File: config.mk
export PLATFORM = sky130hd
export DESIGN_NAME = tdm_demux_1to4_flat
export DESIGN_NICKNAME = d
export VERILOG_FILES = /design/src/rtl/tdm_pkg.sv /design/src/rtl/tdm_demux_1to4_if.sv /design/src/rtl/demux_1to4_dec.sv /design/src/rtl/tdm_demux_1to4.sv /design/src/flat_wrapper.sv
export SDC_FILE = /design/constraint.sdc
export NUM_CORES = 1
export LEC_CHECK = 0
export BUFFER_PORTS_ARGS = -buffer_cell sky130_fd_sc_hd__buf_2
export CORE_MARGIN = 1
export CORE_UTILIZATION = 45
export DETAILED_ROUTE_END_ITERATION = 8
export GPL_TIMING_DRIVEN = 1
export HOLD_SLACK_MARGIN = 0.05
export PLACE_DENSITY = 0.81
export SLEW_MARGIN = 20
export SYNTH_ARGS = -nofsm -noshare
export SYNTH_HDL_FRONTEND = slang
export SYNTH_HIERARCHICAL = 1
export SYNTH_SLANG_ARGS = --single-unit
export TNS_END_PERCENT = 5
File: constraint.sdc
create_clock -name clk -period 2.15 [get_ports clk]
set_input_delay 0.1075 -clock clk [delete_from_list [all_inputs] [get_ports clk]]
set_output_delay 0.1075 -clock clk [all_outputs]
set_load 0.05 [all_outputs]
File: src/rtl/tdm_pkg.sv
// tdm_pkg: shared constants and FSM state type for the TDM demultiplexer
package tdm_pkg;
    localparam int NUM_CH = 4;
    localparam int CH_W = 2;
    typedef enum logic {HUNT, LOCKED} state_t;
endpackage

File: src/rtl/tdm_demux_1to4_if.sv
// tdm_demux_1to4_if: sample stream in, four channel lanes plus frame snapshot out
interface tdm_demux_1to4_if #(parameter int WIDTH = 8);
    import tdm_pkg::*;
    logic                    in_valid;
    logic                    in_sync;
    logic [WIDTH-1:0]        in_data;
    logic [WIDTH-1:0]        y0;
    logic [WIDTH-1:0]        y1;
    logic [WIDTH-1:0]        y2;
    logic [WIDTH-1:0]        y3;
    logic [NUM_CH-1:0]       y_valid;
    logic [NUM_CH*WIDTH-1:0] frame;
    logic                    frame_done;
    logic                    locked;
    logic                    sync_err;
    modport master (
        output in_valid, in_sync, in_data,
        input  y0, y1, y2, y3, y_valid, frame, frame_done, locked, sync_err
    );
    modport slave (
        input  in_valid, in_sync, in_data,
        output y0, y1, y2, y3, y_valid, frame, frame_done, locked, sync_err
    );
endinterface

File: src/rtl/demux_1to4_dec.sv
// demux_1to4_dec: channel select plus enable to one-hot write enable
module demux_1to4_dec
    import tdm_pkg::*;
(
    input  logic [CH_W-1:0]   sel,
    input  logic              en,
    output logic [NUM_CH-1:0] we
);
    assign we = en ? {{(NUM_CH-1){1'b0}}, 1'b1} << sel : '0;
endmodule

File: src/rtl/tdm_demux_1to4.sv
// tdm_demux_1to4: frame-aligned 1:4 TDM demultiplexer with frame snapshot
module tdm_demux_1to4
    import tdm_pkg::*;
#(
    parameter int WIDTH = 8
) (
    input  logic            clk,
    input  logic            rst_n,
    tdm_demux_1to4_if.slave bus
);
    state_t            state, state_next;
    logic [CH_W-1:0]   ch, ch_next, wsel;
    logic              acc, err;
    logic [NUM_CH-1:0] we;

    always_ff @(posedge clk or negedge rst_n) begin
        if (!rst_n) begin
            state <= HUNT;
            ch    <= '0;
        end else begin
            state <= state_next;
            ch    <= ch_next;
        end
    end

    // a sync always restarts the frame at ch0, so early sync needs no special path
    always_comb begin
        state_next = state;
        ch_next    = ch;
        wsel       = bus.in_sync ? '0 : ch;
        acc        = 1'b0;
        err        = 1'b0;
        if (bus.in_valid) begin
            if (state == HUNT) begin
                acc        = bus.in_sync;
                state_next = bus.in_sync ? LOCKED : HUNT;
            end else begin
                acc        = bus.in_sync || ch != '0;
                err        = bus.in_sync ? ch != '0 : ch == '0;
                state_next = (!bus.in_sync && ch == '0) ? HUNT : LOCKED;
            end
            ch_next = acc ? wsel + 1'b1 : '0;
        end
    end

    demux_1to4_dec u_dec (.sel(wsel), .en(acc), .we(we));

    always_ff @(posedge clk or negedge rst_n) begin
        if (!rst_n) begin
            bus.y0         <= {WIDTH{1'b0}};
            bus.y1         <= {WIDTH{1'b0}};
            bus.y2         <= {WIDTH{1'b0}};
            bus.y3         <= {WIDTH{1'b0}};
            bus.y_valid    <= '0;
            bus.frame      <= '0;
            bus.frame_done <= 1'b0;
            bus.locked     <= 1'b0;
            bus.sync_err   <= 1'b0;
        end else begin
            if (we[0]) bus.y0 <= bus.in_data;
            if (we[1]) bus.y1 <= bus.in_data;
            if (we[2]) bus.y2 <= bus.in_data;
            if (we[3]) bus.y3 <= bus.in_data;
            if (we[NUM_CH-1]) bus.frame <= {bus.in_data, bus.y2, bus.y1, bus.y0};
            bus.y_valid    <= we;
            bus.frame_done <= we[NUM_CH-1];
            bus.locked     <= state_next == LOCKED;
            bus.sync_err   <= err;
        end
    end
endmodule

File: src/flat_wrapper.sv
// flat-port wrapper written by rule: the top's interface ports become plain ports
module tdm_demux_1to4_flat import tdm_pkg::*;
#(
    parameter int WIDTH = 8
)
  (clk, rst_n, bus_in_valid, bus_in_sync, bus_in_data, bus_y0, bus_y1, bus_y2, bus_y3, bus_y_valid, bus_frame, bus_frame_done, bus_locked, bus_sync_err);
  tdm_demux_1to4_if #(.WIDTH(WIDTH)) bus_i ();
  input  logic clk;
  input  logic rst_n;
  input wire logic [$bits(bus_i.in_valid)-1:0] bus_in_valid;
  input wire logic [$bits(bus_i.in_sync)-1:0] bus_in_sync;
  input wire logic [$bits(bus_i.in_data)-1:0] bus_in_data;
  output wire logic [$bits(bus_i.y0)-1:0] bus_y0;
  output wire logic [$bits(bus_i.y1)-1:0] bus_y1;
  output wire logic [$bits(bus_i.y2)-1:0] bus_y2;
  output wire logic [$bits(bus_i.y3)-1:0] bus_y3;
  output wire logic [$bits(bus_i.y_valid)-1:0] bus_y_valid;
  output wire logic [$bits(bus_i.frame)-1:0] bus_frame;
  output wire logic [$bits(bus_i.frame_done)-1:0] bus_frame_done;
  output wire logic [$bits(bus_i.locked)-1:0] bus_locked;
  output wire logic [$bits(bus_i.sync_err)-1:0] bus_sync_err;
  assign bus_i.in_valid = bus_in_valid;
  assign bus_i.in_sync = bus_in_sync;
  assign bus_i.in_data = bus_in_data;
  assign bus_y0 = bus_i.y0;
  assign bus_y1 = bus_i.y1;
  assign bus_y2 = bus_i.y2;
  assign bus_y3 = bus_i.y3;
  assign bus_y_valid = bus_i.y_valid;
  assign bus_frame = bus_i.frame;
  assign bus_frame_done = bus_i.frame_done;
  assign bus_locked = bus_i.locked;
  assign bus_sync_err = bus_i.sync_err;
  tdm_demux_1to4 #(.WIDTH(WIDTH)) u_core (.clk(clk), .rst_n(rst_n), .bus(bus_i));
endmodule
# After elaboration in Yosys (flattened, before gate mapping)

Index checks and enable logic that the tools add are counted.
Widths: inputs -> output; s select.

Bits in registers: 73
Input bits: 12
Output and inout port bits: 71
Word-level logic and storage cells: 29

Add/subtract/negate cells: 1
Shift-type cells: 1
Multiplexer cells: 12
Reduce and logical (&&, ||, !) cells: 5

Operators with widths:

| cell                | number |
|---|---|
| $mux 1              | 9 |
| $mux 2              | 2 |
| $mux 4              | 1 |
| $shl 1x2->4 const A | 1 |
| $add 2x1->2 const B | 1 |
| $logic_not 2->1     | 1 |
| $reduce_bool 2->1   | 1 |
| $logic_and 1x1->1   | 1 |
| $logic_not 1->1     | 1 |
| $logic_or 1x1->1    | 1 |

# Longest topological paths before layout

Depth after elaboration: 6
Mapped depth: 8
Mapped depth without buffers: 6

# Hierarchy

The synthesis kept the hierarchy.

By module, submodules not included:

| module         | instances | cells an instance | area an instance (um2) | seq. area each (um2) |
|---|---|---|---|---|
| tdm_demux_1to4 | 1         | 158               | 2,648.8                | 1,601.5 |
| demux_1to4_dec | 1         | 4                 | 37.5                   | 0.0 |

# Least setup slack after synthesis

OpenSTA, ideal clock, no wires.

Path type: register to register
Start point: reg, netlist name u_core/bus.locked
End point: reg u_core.bus.frame[0]
Setup time: 125 ps
Data arrival time: 1,708 ps
Required time: 2,025 ps
Setup slack: 317 ps
Cell stages (with the launch flop): 7
Buffers on the path: 2
Cells stage by stage: dfrtp_1 -> nand2_1 -> o211a_1 -> and3_2 -> buf_6 -> buf_12 -> mux2_4

RTL lines:

| element              | RTL line                | RTL |
|---|---|---|
| end signal, assigned | tdm_demux_1to4.sv:64    | `if (we[NUM_CH-1]) bus.frame <= {bus.in_data, bus.y2, bus.y1, bus.y0};` |
| end, declared        | tdm_demux_1to4_if.sv:22 | `output y0, y1, y2, y3, y_valid, frame, frame_done, locked, sync_err` |

# Worst setup path in the final report

Start point: reg u_core.ch[0]
End point: reg u_core.bus.y3[5]

Cells in the longest elaborated chain, start to end: 6
Elaborated cells on any way between the ends: 8
Classes of those cells: 1 x shift; 5 x mux; 2 x reduce/logical

Ends and longest elaborated chain:

| element                | RTL line                | RTL |
|---|---|---|
| start, declared        | tdm_demux_1to4.sv:12    | `logic [CH_W-1:0] ch, ch_next, wsel;` |
| start signal, assigned | tdm_demux_1to4.sv:22    | `ch <= ch_next;` |
| $reduce_bool 2->1      | tdm_demux_1to4.sv:38    | `acc = bus.in_sync \|\| ch != '0;` |
| $logic_or 1x1->1       | tdm_demux_1to4.sv:38    |  |
| $mux 1                 | tdm_demux_1to4.sv:34    | `if (state == HUNT) begin` |
| $mux 1 (2 in series)   | tdm_demux_1to4.sv:33    | `if (bus.in_valid) begin` |
| net u_core.acc         | tdm_demux_1to4.sv:13    | `logic acc, err;` |
| $mux 4                 | demux_1to4_dec.sv:9     | `assign we = en ? {{(NUM_CH-1){1'b0}}, 1'b1} << sel : '0;` |
| net u_core.we[3]       | tdm_demux_1to4.sv:14    | `logic [NUM_CH-1:0] we;` |
| end signal, assigned   | tdm_demux_1to4.sv:53    | `bus.y3 <= {WIDTH{1'b0}};` |
| end signal, assigned   | tdm_demux_1to4.sv:63    | `if (we[3]) bus.y3 <= bus.in_data;` |
| end, declared          | tdm_demux_1to4_if.sv:22 |  |

The timed path passes the listed nets, and every way through them passes these cells. The select of a mux whose other input is x is not followed.
A chain may end at the register's enable or synchronous reset.

==> flow_summary_export.csv <==
group,metric,value,unit
worst_setup_path,ff2ff_setup_slack,0.21,ns
clock_tree,h-tree-depth,3,
clock_tree,cts_tree,"done",
timing,period_needed,1.94,ns
synth,synthArstFlopShare,100,%
detailed_routing,post-route-drc-count,0,
clock_tree,clock_tree.root_cell,"clkbuf_8",
detailed_routing,route.vias.total,1603,
synth,yosys_warnings,6,
die,rows,27,
timing,clock_skew,0.00611,ns
timing,tns,0,ns
global_routing,grt_pass1_wl,7980,um
cells_and_area,seqCellArea,1600,sq um
synth,yosysSeqAreaShare,59.6,%
synth,synth_area,2690,sq um
clock_tree,cts-resized-gates,0,
worst_setup_path,critPathLaunchType,"flop",
global_routing,grt_usage,17.4,%
detailed_routing,routedWlPerCell,15.5,um
synth,synthSimpleGateAreaFrac,3.77,%
clock_tree,cts_buffers,9,
timing,period_share,90.1,%
die,die_x,79.3,um
synth,muxShareOfSynthArea,28.0,%
cells_and_area,drive_above_1_share,62.9,%
global_routing,grt_max_degree,29,
timing,setup_viol,0,
place,gp_congestion,0.758,
synth,synth_nets,176,
cells_and_area,antennaDiodeCount,0,
worst_setup_path,crit_chain,"nor2_1, ha_1, nand2_1, o211a_1, and3_2, buf_12, mux2_4",
global_routing,antenna_found_initial,0,
worst_setup_path,end_kind,"flop",
hold_path,hp-class,"in -> reg",
timing,slew_violations,0,
detailed_routing,drt_iter0_drc,68,
synth,synth_edf_count,0,
synth,synth-xor-area-share,0,%
clock_tree,worstSkewPairLatency,0.35,ns
worst_setup_path,path_max_fanout,28,
detailed_routing,first_pass_iters,4,
worst_setup_path,worst-path-buf-inv,1,
synth,synth_cells,162,
cells_and_area,fin_nets,265,
flow_run,cap_violations,0,
timing,fmax,0.516,GHz
die,die_area,6280,sq um
worst_setup_path,required,2.38,ns
worst_setup_path,cpPeakStageDelay,0.41,ns
worst_setup_path,crit_type,"reg -> reg",
detailed_routing,viasPerCell,4.89,
synth,synth.avg_cell_area,16.6,sq um
synth,synth_compound_area_share,1.58,%
cells_and_area,fill_cells,436,
worst_setup_path,worst_ep_arrival_time,2.17,ns
timing,slew_headroom,65.5,%
timing,hold_violations,0,
timing,worst_slew_pin_slew,0.518,ns
synth,synth_top_area_cell,"dfrtp_1",
clock_tree,clk_pin_slew,0.07,ns
place,dp_hpwl,3560,um
worst_setup_path,critPathSlowestCell,"dfrtp_1",
global_routing,globalRouteOverflowTotal,0,
place,port_buffers,82,
die,start_util,47.6,%
detailed_routing,drtAntennaViolNets,0,
synth,synth.top_cells.by_area,"dfrtp_1, mux2_4, mux2_2",
worst_setup_path,crit_family,"simple AND/OR/NAND/NOR gates",
synth,ys_ff_latch,64,
clock_tree,numClockSinks,64,
synth,synthAdderAreaFrac,0.932,%
die,core_area,5640,sq um
global_routing,grt_pass1_vias,1573,
detailed_routing,wl,5100,um
run_status,status,"finished, final reports clean",
synth,synth_top_family_by_area,"multiplexers",
die,ioPinCount,83,
die,die_h,79.3,um
synth,yosysTopAreaCellShare,59.6,%
clock_tree,clock_path_buffers,2,
timing,rsz0062_at_grt,"false",
cells_and_area,area_growth,26.0,%
cells_and_area,multi_input_area,922,sq um
synth,synth_cell_types,24,
clock_tree,cts_setup_buffers,0,
synth,ys.flop_type,"dfrtp_1",
layout by cell type (no fill, tap or decap), drive strengths merged:
| cell | n |
|---|---|
| a21boi | 1 |
| mux2 | 56 |
| nor3b | 2 |
| and3b | 3 |
| nand2 | 2 |
| o22a | 1 |
| and3 | 2 |
| clkinv | 1 |
| clkbuf | 9 |
| a21oi | 2 |
| mux2i | 1 |
| nor2 | 2 |
| nor2b | 3 |
| buf | 87 |
| ha | 2 |
| o211a | 1 |
| dlygate4sd3 | 8 |
| nand3b | 1 |
| a31oi | 1 |
| bufinv | 2 |
| inv | 3 |
| clkinvlp | 2 |
| dfrtp | 64 |
per-layer routing:
metal,global-route usage [%],vias to the layer above,part of all wire (%)
met2,27.0,65,47
met4,7.64,0,1.8
met3,5.98,8,5.8
met1,22.1,792,46
met5,0,-,0
li1,-,738,-
per-stage QoR:
step	std cells	instance area [sq um]	setup slack (ns)	utilization [%]	hold WS, ns
after floorplan	162	2690	0.317	-	-0.188
after detailed placement	304	3080	0.222	54.6	0.0989
final	328	3390	0.212	60.0	0.0585
after global placement	304	3080	0.276	54.6	0.101
after global routing	328	3390	0.0922	60.0	0.0656
after CTS	328	3390	0.210	60.0	0.0512
cell usage after synthesis (2+ instances only):
library cell  count
buf_4             9
nor2b_1           3
nand2_1           2
and3b_1           3
mux2_2           26
dfrtp_1          64
buf_12            3
nor2_1            2
ha_1              2
a21oi_1           2
buf_2             4
mux2_4           30
area by class of cell:
cell class | count | area share [%]
clock buffers | 9 | 3.66
repair buffers | 95 | 16.0
multi-input cells | 80 | 27.2
flip-flops and latches | 64 | 47.3
well taps | 72 | 2.66
clock inverters | 7 | 3.07
inverters | 1 | 0.111
state kept, by name, summed over array words and instances, names as in the netlist:
register	count
u_core/bus.frame	24
u_core/ch	2
u_core/bus.frame_done	1
u_core/bus.y_valid	3
u_core/bus.y3	8
u_core/bus.y2	8
u_core/bus.y0	8
u_core/bus.locked	1
u_core/bus.sync_err	1
u_core/bus.y1	8
repair_timing:
action,CTS,global route
hold buffers,8,0
endpoints found under the hold margin,45,0
setup endpoints to repair,0,0
logic make-up (layout without fill, tap and decap cells):
logic type      after synthesis  in the layout
compound gates                6              6
fa+ha+maj                     2              2
buf+inv                      18            112
flops                        64             64
mux                          57             57
simple gates                 15             15
worst register-to-register path, stage by stage, from the launching register on:
cell,delay [ns]
dfrtp_1,0.41
nor2_1,0.09
ha_1,0.19
nand2_1,0.07
o211a_1,0.17
and3_2,0.30
buf_12,0.27
mux2_4,0.33
worst paths after layout:
path,startpoint,end,cells past startpoint
hold / removal,bus_in_data[3],u_core/bus.y0[3]$_DFFE_PN0P_,2
setup reg to reg,u_core/ch[0]$_DFFE_PN0P_,u_core/bus.y3[5]$_DFFE_PN0P_,7
setup / recovery,u_core/ch[0]$_DFFE_PN0P_,u_core/bus.y3[5]$_DFFE_PN0P_,7
max in group asynchronous,rst_n,u_core/bus.frame[19]$_DFFE_PN0P_,3
hold reg to reg,u_core/bus.frame[20]$_DFFE_PN0P_,u_core/bus.frame[20]$_DFFE_PN0P_,1
min in group asynchronous,rst_n,u_core/bus.frame[1]$_DFFE_PN0P_,2
Power is left out: the tool's default activity adds up to more than one toggle a clock period on the data nets, which glitch-free logic cannot reach.
